[config.mk]
export PLATFORM = sky130hd
export DESIGN_NAME = wb_gpio_bank
export DESIGN_NICKNAME = d
export VERILOG_FILES = /design/src/rtl/wb_gpio_pkg.sv /design/src/rtl/gpio_debounce.sv /design/src/rtl/wb_gpio_bank.sv
export SDC_FILE = /design/constraint.sdc
export NUM_CORES = 1
export LEC_CHECK = 0
export ABC_CLOCK_PERIOD_IN_PS = 2500
export CAP_MARGIN = 0
export CELL_PAD_IN_SITES_DETAIL_PLACEMENT = 1
export CELL_PAD_IN_SITES_GLOBAL_PLACEMENT = 1
export CORE_MARGIN = 1
export CORE_UTILIZATION = 37
export CTS_CLUSTER_DIAMETER = 30
export DETAILED_ROUTE_END_ITERATION = 7
export GPL_TIMING_DRIVEN = 0
export PLACE_DENSITY = 0.79
export SYNTH_ARGS = -nofsm -noshare
export SYNTH_HDL_FRONTEND = slang
export SYNTH_HIERARCHICAL = 1
export SYNTH_SLANG_ARGS = --single-unit
export TNS_END_PERCENT = 1
[constraint.sdc]
create_clock -name wb_clk_i -period 2.5 [get_ports wb_clk_i]
set_input_delay 0.75 -clock wb_clk_i [delete_from_list [all_inputs] [get_ports wb_clk_i]]
set_output_delay 0.75 -clock wb_clk_i [all_outputs]
set_load 0.05 [all_outputs]
[src/rtl/wb_gpio_pkg.sv]
// Shared definitions for the Wishbone GPIO bank: register indices, edge polarity
// encoding and the byte-lane mask helper.
package wb_gpio_pkg;

   typedef enum logic [2:0] {
      REG_OUT      = 3'd0,
      REG_OE       = 3'd1,
      REG_IN       = 3'd2,
      REG_IRQ_EN   = 3'd3,
      REG_IRQ_STAT = 3'd4,
      REG_EDGE     = 3'd5,
      REG_SET      = 3'd6,
      REG_CLR      = 3'd7
   } reg_idx_e;

   localparam logic EDGE_RISING  = 1'b1;
   localparam logic EDGE_FALLING = 1'b0;

   function automatic logic [31:0] lane_mask(input logic [3:0] sel);
      return {{8{sel[3]}}, {8{sel[2]}}, {8{sel[1]}}, {8{sel[0]}}};
   endfunction

endpackage

[src/rtl/gpio_debounce.sv]
// Per-pin debounce: the output follows the input only after the input has held
// a new value for DEB_CYCLES consecutive cycles.
module gpio_debounce #(
   parameter int DEB_CYCLES = 4
) (
   input  logic clk,
   input  logic rst,
   input  logic din,
   output logic dout
);

   localparam logic [7:0] LAST_CNT = 8'(DEB_CYCLES - 1);

   logic [7:0] cnt_r;
   logic       dout_r;

   // Count consecutive cycles of disagreement; any return to the held value restarts.
   always_ff @(posedge clk) begin
      if (rst) begin
         cnt_r  <= 8'd0;
         dout_r <= 1'b0;
      end else if (din == dout_r) begin
         cnt_r  <= 8'd0;
      end else if (cnt_r == LAST_CNT) begin
         cnt_r  <= 8'd0;
         dout_r <= din;
      end else begin
         cnt_r  <= cnt_r + 8'd1;
      end
   end

   assign dout = dout_r;

endmodule

[src/rtl/wb_gpio_bank.sv]
// Wishbone classic GPIO bank with per-pin edge interrupts.
// Optional input debounce is enabled with macro GPIO_DEBOUNCE_EN.
module wb_gpio_bank
   import wb_gpio_pkg::*;
#(
   parameter int NPINS      = 16,
   parameter int DEB_CYCLES = 4
) (
   input  logic             wb_clk_i,
   input  logic             wb_rst_i,
   input  logic             wbs_cyc_i,
   input  logic             wbs_stb_i,
   input  logic             wbs_we_i,
   input  logic [3:0]       wbs_sel_i,
   input  logic [31:0]      wbs_adr_i,
   input  logic [31:0]      wbs_dat_i,
   output logic [31:0]      wbs_dat_o,
   output logic             wbs_ack_o,
   input  logic [NPINS-1:0] io_in,
   output logic [NPINS-1:0] io_out,
   output logic [NPINS-1:0] io_oeb,
   output logic [2:0]       irq
);

   logic [NPINS-1:0] out_r, oe_r, irq_en_r, stat_r, edge_r;
   logic [NPINS-1:0] sync1_r, sync2_r, prev_r, in_s;
   logic [NPINS-1:0] lane_s, wdat_s, hit_s, w1c_s;
   logic [31:0]      lane32_s, rdat_s, dat_r;
   logic             ack_r, irq0_r, armed_r, req_s, wr_s;
   reg_idx_e         idx_s;
   logic             unused_s;

   assign req_s    = wbs_cyc_i & wbs_stb_i & ~ack_r;
   assign wr_s     = req_s & wbs_we_i;
   assign idx_s    = reg_idx_e'(wbs_adr_i[4:2]);
   assign lane32_s = lane_mask(wbs_sel_i);
   assign lane_s   = lane32_s[NPINS-1:0];
   assign wdat_s   = wbs_dat_i[NPINS-1:0];
   assign unused_s = ^{wbs_adr_i[31:5], wbs_adr_i[1:0], 8'(DEB_CYCLES)};

`ifdef GPIO_DEBOUNCE_EN
   for (genvar g = 0; g < NPINS; g++) begin : g_deb
      gpio_debounce #(.DEB_CYCLES(DEB_CYCLES)) u_deb (
         .clk  (wb_clk_i),
         .rst  (wb_rst_i),
         .din  (sync2_r[g]),
         .dout (in_s[g])
      );
   end
`else
   assign in_s = sync2_r;
`endif

   // Read mux; unmapped pin bits zero-extend to 32.
   always_comb begin
      rdat_s = 32'd0;
      case (idx_s)
         REG_OUT:      rdat_s = 32'(out_r);
         REG_OE:       rdat_s = 32'(oe_r);
         REG_IN:       rdat_s = 32'(in_s);
         REG_IRQ_EN:   rdat_s = 32'(irq_en_r);
         REG_IRQ_STAT: rdat_s = 32'(stat_r);
         REG_EDGE:     rdat_s = 32'(edge_r);
         default:      rdat_s = 32'd0;
      endcase
   end

   // Edge detect against the previous IN, suppressed on the first cycle after reset.
   always_comb begin
      hit_s = '0;
      for (int i = 0; i < NPINS; i++) begin
         if (!armed_r) begin
            hit_s[i] = 1'b0;
         end else if (edge_r[i] == EDGE_RISING) begin
            hit_s[i] = in_s[i] & ~prev_r[i];
         end else begin
            hit_s[i] = ~in_s[i] & prev_r[i];
         end
      end
   end

   // Write-one-to-clear mask for IRQ_STAT.
   always_comb begin
      w1c_s = '0;
      if (wr_s && (idx_s == REG_IRQ_STAT)) begin
         w1c_s = wdat_s & lane_s;
      end else begin
         w1c_s = '0;
      end
   end

   // Bus handshake, register file, synchroniser and interrupt state.
   always_ff @(posedge wb_clk_i) begin
      if (wb_rst_i) begin
         out_r    <= '0;
         oe_r     <= '0;
         irq_en_r <= '0;
         stat_r   <= '0;
         edge_r   <= '0;
         sync1_r  <= '0;
         sync2_r  <= '0;
         prev_r   <= '0;
         armed_r  <= 1'b0;
         ack_r    <= 1'b0;
         dat_r    <= 32'd0;
         irq0_r   <= 1'b0;
      end else begin
         sync1_r <= io_in;
         sync2_r <= sync1_r;
         prev_r  <= in_s;
         armed_r <= 1'b1;
         ack_r   <= req_s;
         dat_r   <= req_s ? rdat_s : 32'd0;
         if (wr_s) begin
            case (idx_s)
               REG_OUT:    out_r    <= (out_r & ~lane_s) | (wdat_s & lane_s);
               REG_OE:     oe_r     <= (oe_r & ~lane_s) | (wdat_s & lane_s);
               REG_IRQ_EN: irq_en_r <= (irq_en_r & ~lane_s) | (wdat_s & lane_s);
               REG_EDGE:   edge_r   <= (edge_r & ~lane_s) | (wdat_s & lane_s);
               REG_SET:    out_r    <= out_r | wdat_s;
               REG_CLR:    out_r    <= out_r & ~wdat_s;
               default:    ;
            endcase
         end
         // New edges win over a same-cycle clear.
         stat_r <= (stat_r & ~w1c_s) | hit_s;
         irq0_r <= |(stat_r & irq_en_r);
      end
   end

   assign wbs_ack_o = ack_r;
   assign wbs_dat_o = dat_r;
   assign io_out    = out_r;
   assign io_oeb    = ~oe_r;
   assign irq       = {2'b00, irq0_r};

endmodule

Word-level counts from Yosys, hierarchy flattened
Cells that the tools add are included.
{"block": "classes", "eq_ne": 7, "muxes": 36, "bitwise_logic": 87, "n_reduce_logical": 9}
{"cell": "$and A16 B16 Y16", "count": 8}
{"cell": "$or A16 B16 Y16", "count": 6}
{"cell": "$pmux W16 S6", "count": 1}
{"cell": "$not A16 Y16", "count": 4}
{"cell": "$pmux W16 S3", "count": 1}
{"cell": "$and A1 B1 Y1", "count": 35}
{"cell": "$not A1 Y1", "count": 34}
{"cell": "$mux W1", "count": 33}
{"cell": "$mux W16", "count": 1}
{"cell": "$reduce_or A16 Y1", "count": 1}
{"cell": "$eq A3 B3 Y1 const B", "count": 4}
{"cell": "$reduce_and A2 Y1", "count": 4}
{"cell": "$eq A3 B2 Y1 const B", "count": 2}
{"cell": "$eq A3 B1 Y1 const B", "count": 1}
{"cell": "$logic_not A3 Y1", "count": 1}
{"cell": "$reduce_bool A3 Y1", "count": 1}
{"cell": "$reduce_or A2 Y1", "count": 1}
{"cell": "$logic_and A1 B1 Y1", "count": 1}
{"block": "word_totals", "wordCells": 151, "register_bits": 163}

Longest topological paths before layout
Gate-level depths: netlist of the first run.
{"block": "logic_depth", "ltp_word": 8, "mapped_depth": 7, "depth_no_buf": 5}

Worst setup path before layout of the first run
Ideal clock, no wire load.
{"block": "synth_path", "path_kind": "input to register", "from": "in wbs_adr_i[4]", "to": "reg with a tool-made name", "n_path_buf": 1, "setup_slack_ps": 474, "setup_time_ps": 81, "arrival_time_ps": 1945, "path_stages": 5, "t_required_ps": 2419, "cell_sequence": "buf_6 > or4b_4 > a21boi_4 > a22oi_1 > a211oi_2"}
{"item": "from (decl)", "line_no": "wb_gpio_bank.sv:15", "text": "input logic [31:0] wbs_adr_i,"}

Final worst setup path of the first run
{"block": "layout_path", "from": "in wbs_adr_i[2]", "to": "reg dat_r[4] (netlist: wbs_dat_o[4])"}
{"block": "layout_via", "elab_chain_len": 2, "word_cells_on_any_way": 7}
{"item": "$eq A3 B3 Y1, or another cell as far along", "line_no": "wb_gpio_bank.sv:57", "text": "case (idx_s)"}
{"item": "$pmux W16 S6 (*)", "line_no": "wb_gpio_bank.sv:57"}
{"item": "to (signal assigned)", "line_no": "wb_gpio_bank.sv:113", "text": "dat_r <= req_s ? rdat_s : 32'd0;"}
{"item": "to (decl)", "line_no": "wb_gpio_bank.sv:28", "text": "logic [31:0] lane32_s, rdat_s, dat_r;"}
Mark *: on every way between the ends. The rest lies on a longest branch, timed or not.
A chain may end at the register's enable or synchronous reset.

==> results of run 1 <==
## layout by cell type (no fill, tap or decap), drive strengths merged, types with 2 or more instances in the layout
cell type,netlist,layout
nor2,77,77
clkdlybuf4s50,0,89
buf,33,32
a32o,16,16
nand4,20,20
or4b,2,2
o22a,3,3
mux4,2,2
o22ai,6,6
o21ai,16,16
nand2,47,47
a32oi,8,8
clkinv,1,4
a22o,3,3
bufinv,0,7
mux2,12,12
dfxtp,147,147
a21o,2,2
a22oi,21,21
nand3,4,4
o21a,3,3
inv,18,19
a211oi,17,17
clkbuf,25,47
a21oi,18,18
mux2i,65,65
a21boi,2,2
nor2b,55,55
conb,1,18
a221oi,5,5
## cell type report
class	instances	share of cell area (%)
tap	216	3.319
timing repair buffer	90	11.03
buffer	58	3.964
multi-input combinational	429	35.88
clock buffer	20	5.731
sequential	147	36.14
clock inverter	12	3.058
inverter	19	0.8758
## routing by layer
metal | global-route usage (%) | vias to the layer above
met3 | 5.787 | 36
met1 | 29.89 | 2661
met2 | 41.46 | 186
met4 | 8.562 | 0
li1 | - | 2463
met5 | 0 | -
## where the power goes
group          switching, mW  total [mW]  leakage [nW]  internal [mW]
Sequential            0.0368        2.43          1.19           2.39
Combinational          0.297       0.464          1.74          0.167
Clock                   1.02        3.08         0.347           2.06
## stage by stage
stage	hold slack (ps)	power [mW]	setup WS (ps)	area (sq um)
2_1_floorplan	413.8	2.738	474.1	6242
3_3_place_gp	421.2	2.917	-457.5	7403
3_5_place_dp	427.4	2.927	-493.6	7403
4_1_cts	440.7	5.974	43.92	8127
5_1_grt	456.6	6.122	-24.19	8143
6_report	434.8	5.968	30.05	8143
## path summary, 6_finish.rpt
| check | start | to | slack [ps] | cells after the start |
|---|---|---|---|---|
| min | sync1_r[15] | in_s[15] | 430 | 1 |
| max reg2reg | wbs_ack_o | stat_r[5] | 550 | 5 |
| min reg2reg | sync1_r[15] | in_s[15] | 430 | 1 |
| max | wbs_adr_i[2] | wbs_dat_o[4] | 30 | 7 |
## repair_timing
item                       CTS  global route
pin swaps                    1             0
setup endpoints to repair    7            21
resized for setup            0             7
buffers inserted             1             0
## kinds of logic (layout without fill, tap and decap cells)
family	Yosys count	count (layout)	share of synthesized area, %
and+or+nand+nor	211	211	17.19
DFF	147	147	47.63
AOI/OAI and AO/OA	121	121	15.39
muxes	79	79	13.45
buffers and inverters	77	199	6.278
other	1	18	0.06070
==> reports/qor.txt, run 1 <==
Pins Over Slew Limit: 0
synthesized area: 0.006178 sq mm
Setup-failing EPs final: 0
DR WL/cell: 20.65 microns
CTS tree: yes
area occupied by multi-input gates: 0.002922 sq mm
Starting Density: 38.34%
number of flops mapped to enable cells by yosys: 0
drt first-iter violations: 372
CTS Buffer Depth: 2
Seq/Total Area, Yosys: 47.63%
CTS root buf: clkbuf_16
Critical Path Sink Type: flop
YS warnings: 6
Yosys top cell area share: 47.63%
vias in the first global route: 5,594
core area: 0.01612 sq mm
peak supply drop: 0.4844 mV
pwr dens: 732.9 mW/mm^2
# port buffers: 89
Antenna Violating Nets Remaining: 0
GRT Overall Usage: 24.37%
crit path time final: 2470 ps
first-pass GRT wire length: 32.32 mm
crit path kind: input port to flop
worst skew pair latency: 430 ps
CTS sink count: 147
Yosys reg bits: 147
Clock transition at path regs: 60 ps
cell breakdown of the critical path: clkdlybuf4s50_1 -> buf_4 -> buf_2 -> clkbuf_4 -> mux2i_1 -> o22ai_1 -> o21a_1
Final Core Density: 50.53%
LEAKAGE: 3.283 nW
ys flop type: dfxtp_1
Residual DRC: 0
largest net degree at the start of global routing: 17
max_cap viols: 0
Final Cycle Share: 98.80%
layout cells sized above 1: 13.42%
DRT met1 WL: 9.007 mm
most common cell in the synthesized netlist: dfxtp_1
dpl cells: 958
antenna violations before repair: 0
CTS Hold Buffers Added: 0
synth top area cells: dfxtp_1, mux2i_1, nor2b_1, nor2_1, nand2_1
FFs w/ async S/R, synth: 0%
WL final: 20.47 mm
H-tree lvl count: 4
ANT cells: 0
Num CTS Buffers: 17
syn_area_per_cell: 9.715 sq um
Nets: 851
worst path required time: 2810 ps
area leader, netlist: dfxtp_1
Fillers: 1,808
Ports: 157
routed vias/inst: 5.395
Startpoint Class: input port
slowest cell delay on critical path: 530 ps
Final Wtd Congestion: 0.8927
wire length on met3: 1.077 mm
wire length on met2: 9.933 mm
Largest delay share family, worst path: buffers and inverters
Vias: 5,346
CP max-delay cell: clkdlybuf4s50_1
Clock Skew: 7.680 ps
CP bufs+invs: 4
width of the die: 131.2 microns
Top Layer Used: met4
storage element area: 0.002943 sq mm
Area Growth Syn to Fin: 31.79%
RSZ-0062 raised after global routing: true
Worst Tran Pin Value: 776.7 ps
height of the die: 131.2 microns
final setup TNS: 0 ps
Netlist cell types: 42
GRT Residual Overflow: 0
Fin. Hold Viols: 0
row cnt: 46
critical path fanouts, max: 10
Finished Layout Cells: 991
HPWL after detailed placement: 15.01 mm
Post-Syn Instances: 636
worst path arrival time: 2780 ps
synth cell count leaders: dfxtp_1, nor2_1, mux2i_1
First-pass DRT Iterations: 5
DIE AREA: 0.01722 sq mm
fmax: 404.9 MHz
Min-Delay Path Class: flop to flop
slew margin rel.: 48.22%
status: finished clean
Note: power is estimated with default switching activity, not from simulation.
==> inputs of run 2 (changes only) <==
--- a/config.mk
+++ b/config.mk
@@ -7,14 +7,13 @@
 export LEC_CHECK = 0
 export ABC_CLOCK_PERIOD_IN_PS = 2500
 export CAP_MARGIN = 0
-export CELL_PAD_IN_SITES_DETAIL_PLACEMENT = 1
-export CELL_PAD_IN_SITES_GLOBAL_PLACEMENT = 1
 export CORE_MARGIN = 1
-export CORE_UTILIZATION = 37
+export CORE_UTILIZATION = 45
+export CTS_BUF_LIST = sky130_fd_sc_hd__clkbuf_8 sky130_fd_sc_hd__clkbuf_16
 export CTS_CLUSTER_DIAMETER = 30
 export DETAILED_ROUTE_END_ITERATION = 7
 export GPL_TIMING_DRIVEN = 0
-export PLACE_DENSITY = 0.79
+export PLACE_DENSITY = 0.73
 export SYNTH_ARGS = -nofsm -noshare
 export SYNTH_HDL_FRONTEND = slang
 export SYNTH_HIERARCHICAL = 1
==> reports/qor.txt, run 2 (synthesized netlist as in run 1, its figures left out) <==
Clock power frac: 45.4% (was 51.6%)
worst path required time: 2840 ps (was 2810 ps)
Largest delay share family, worst path: buffers and inverters (unchanged)
HPWL after detailed placement: 13.07 mm (was 15.01 mm)
pwr dens: 664.5 mW/mm^2 (was 732.9 mW/mm^2)
Startpoint Class: input port (unchanged)
worst skew pair latency: 420 ps (was 430 ps)
crit path kind: input port to flop (unchanged)
Num CTS Buffers: 17 (unchanged)
Setup-failing EPs final: 0 (unchanged)
CP bufs+invs: 2 (was 4)
vias in the first global route: 5,193 (was 5,594)
NetSw: 1.255 mW (was 1.356 mW)
Area Growth Syn to Fin: 28.53% (was 31.79%)
Residual DRC: 0 (unchanged)
RSZ-0062 raised after global routing: false (was true)
# port buffers: 89 (unchanged)
worst path arrival time: 2770 ps (was 2780 ps)
Vias: 5,356 (was 5,346)
Critical Path Sink Type: flop (unchanged)
Final Wtd Congestion: 0.9264 (was 0.8927)
Internal Power: 4.022 mW (was 4.612 mW)
drt first-iter violations: 521 (was 372)
max_cap viols: 0 (unchanged)
crit path time final: 2436 ps (was 2470 ps)
Fillers: 1,164 (was 1,808)
slowest cell delay on critical path: 620 ps (was 530 ps)
Hold WS: 431.8 ps (was 434.8 ps)
CTS root buf: clkbuf_16 (unchanged)
CTS tree: yes (unchanged)
Logic pwr share: 8.6% (was 7.8%)
critical path fanouts, max: 10 (unchanged)
Pins Over Slew Limit: 0 (unchanged)
height of the die: 119.2 microns (was 131.2 microns)
Fin. Hold Viols: 0 (unchanged)
worst reg-to-reg setup slack: 570 ps (was 550 ps)
first-pass GRT wire length: 27.86 mm (was 32.32 mm)
H-tree lvl count: 4 (unchanged)
Ports: 157 (unchanged)
GRT Residual Overflow: 0 (unchanged)
R2R Path Start: wbs_ack_o (unchanged)
DIE AREA: 0.01420 sq mm (was 0.01722 sq mm)
switch share: 23.78% (was 22.71%)
Clock Skew: 4.717 ps (was 7.680 ps)
CTS Buffer Depth: 2 (unchanged)
WL final: 17.46 mm (was 20.47 mm)
cell breakdown of the critical path: clkdlybuf4s50_1 -> buf_2 -> nor2b_1 -> a22oi_1 -> a21o_1 -> a21oi_1 (was clkdlybuf4s50_1 -> buf_4 -> buf_2 -> clkbuf_4 -> mux2i_1 -> o22ai_1 -> o21a_1)
hold path startpoint: sync1_r[13] (was sync1_r[15])
routed vias/inst: 5.638 (was 5.395)
layout cells sized above 1: 12.66% (was 13.42%)
slew margin rel.: 50.89% (was 48.22%)
Final Cycle Share: 97.43% (was 98.80%)
status: finished clean (unchanged)
sequential power share: 45.9% (was 40.6%)
Power, Total: 5.277 mW (was 5.968 mW)
post-place setup slack: -461.8 ps (was -493.6 ps)
CP max-delay cell: nor2b_1 (was clkdlybuf4s50_1)
Critical Path Source: wbs_adr_i[3] (was wbs_adr_i[2])
GRT Overall Usage: 25.82% (was 24.37%)
core area: 0.01330 sq mm (was 0.01612 sq mm)
Starting Density: 46.47% (was 38.34%)
Final Core Density: 59.73% (was 50.53%)
First-pass DRT Iterations: 6 (was 5)
Worst Setup Slack, final: 64.16 ps (was 30.05 ps)
CTS sink count: 147 (unchanged)
most common cell after layout, fill and taps aside: dfxtp_1 (unchanged)
DR WL/cell: 18.37 microns (was 20.65 microns)
CTS Hold Buffers Added: 0 (unchanged)
commonest cells after routing, fill and taps aside: dfxtp_1, clkdlybuf4s50_1, nor2_1, mux2i_1, nor2b_1 (unchanged)
width of the die: 119.2 microns (was 131.2 microns)
row cnt: 42 (was 46)
Clock transition at path regs: 60 ps (about the same)
peak supply drop: 0.3624 mV (was 0.4844 mV)
LEAKAGE: 3.203 nW (was 3.283 nW)
Nets: 851 (unchanged)
Worst Tran Pin Value: 736.7 ps (was 776.7 ps)
antenna violations before repair: 0 (unchanged)
Min-Delay Path Class: flop to flop (unchanged)
fmax: 410.5 MHz (was 404.9 MHz)
largest net degree at the start of global routing: 17 (unchanged)
Antenna Violating Nets Remaining: 0 (unchanged)
ANT cells: 0 (unchanged)
-- run 2: what timing repair did --
action                                  in CTS  in global routing
resized for setup                            0                  6
endpoints found under the hold margin        0                  0
endpoints found under the setup margin       7                 17
pin swaps                                    1                  0
cloned                                       0                  0
buffers inserted                             1                  0
-- run 2: path summary, 6_finish.rpt --
check                                     to  depth (start not counted)
worst max-delay path            wbs_dat_o[2]                          6
worst min-delay path                in_s[13]                          1
worst max register to register     stat_r[5]                          5
worst min register to register      in_s[13]                          1
-- run 2: per-layer routing --
metal / part of all wire (%) / up-vias / GRT usage (%)
li1: - / 2469 / -
met1: 41 / 2560 / 32.18
met2: 48 / 283 / 41.72
met3: 8.4 / 44 / 6.034
met4: 2.9 / 0 / 12.82
met5: 0 / - / 0
-- run 2: area by class of cell --
| cell class | instances | area [sq um] | share of cell area (%) |
|---|---|---|---|
| multi-input cells | 429 | 2925 | 36.84 |
| well taps | 176 | 220.2 | 2.773 |
| flip-flops and latches | 147 | 2943 | 37.06 |
| repair buffers | 90 | 898.4 | 11.31 |
| plain buffers | 58 | 322.8 | 4.065 |
| clock inverters | 13 | 121.4 | 1.528 |
| clock buffers | 18 | 439.2 | 5.530 |
| inverters | 19 | 71.32 | 0.8981 |
-- run 2: power groups by stage --
stage               sequential, mW  clock, mW  combinational (mW)
finish                        2.42       2.40               0.456
global route                  2.43       2.52               0.482
CTS                           2.42       2.42               0.448
detailed placement            2.47          0               0.446
global placement              2.47          0               0.440
floorplan                     2.48          0               0.259
-- run 2: worst register-to-register path, stage by stage, from the launching register on --
cell	delay, ps
dfxtp_1	320
and4b_1	270
buf_2	240
buf_1	510
nand4_1	180
a32o_1	300
-- run 2: metrics by stage --
step                setup TNS (ps)  cells  instance area (sq um)
floorplan                        0    653                   6242
global placement            -19680    918                   7353
detailed placement          -22400    918                   7353
CTS                              0    950                   7921
global route                     0    950                   7941
finish                           0    950                   7941
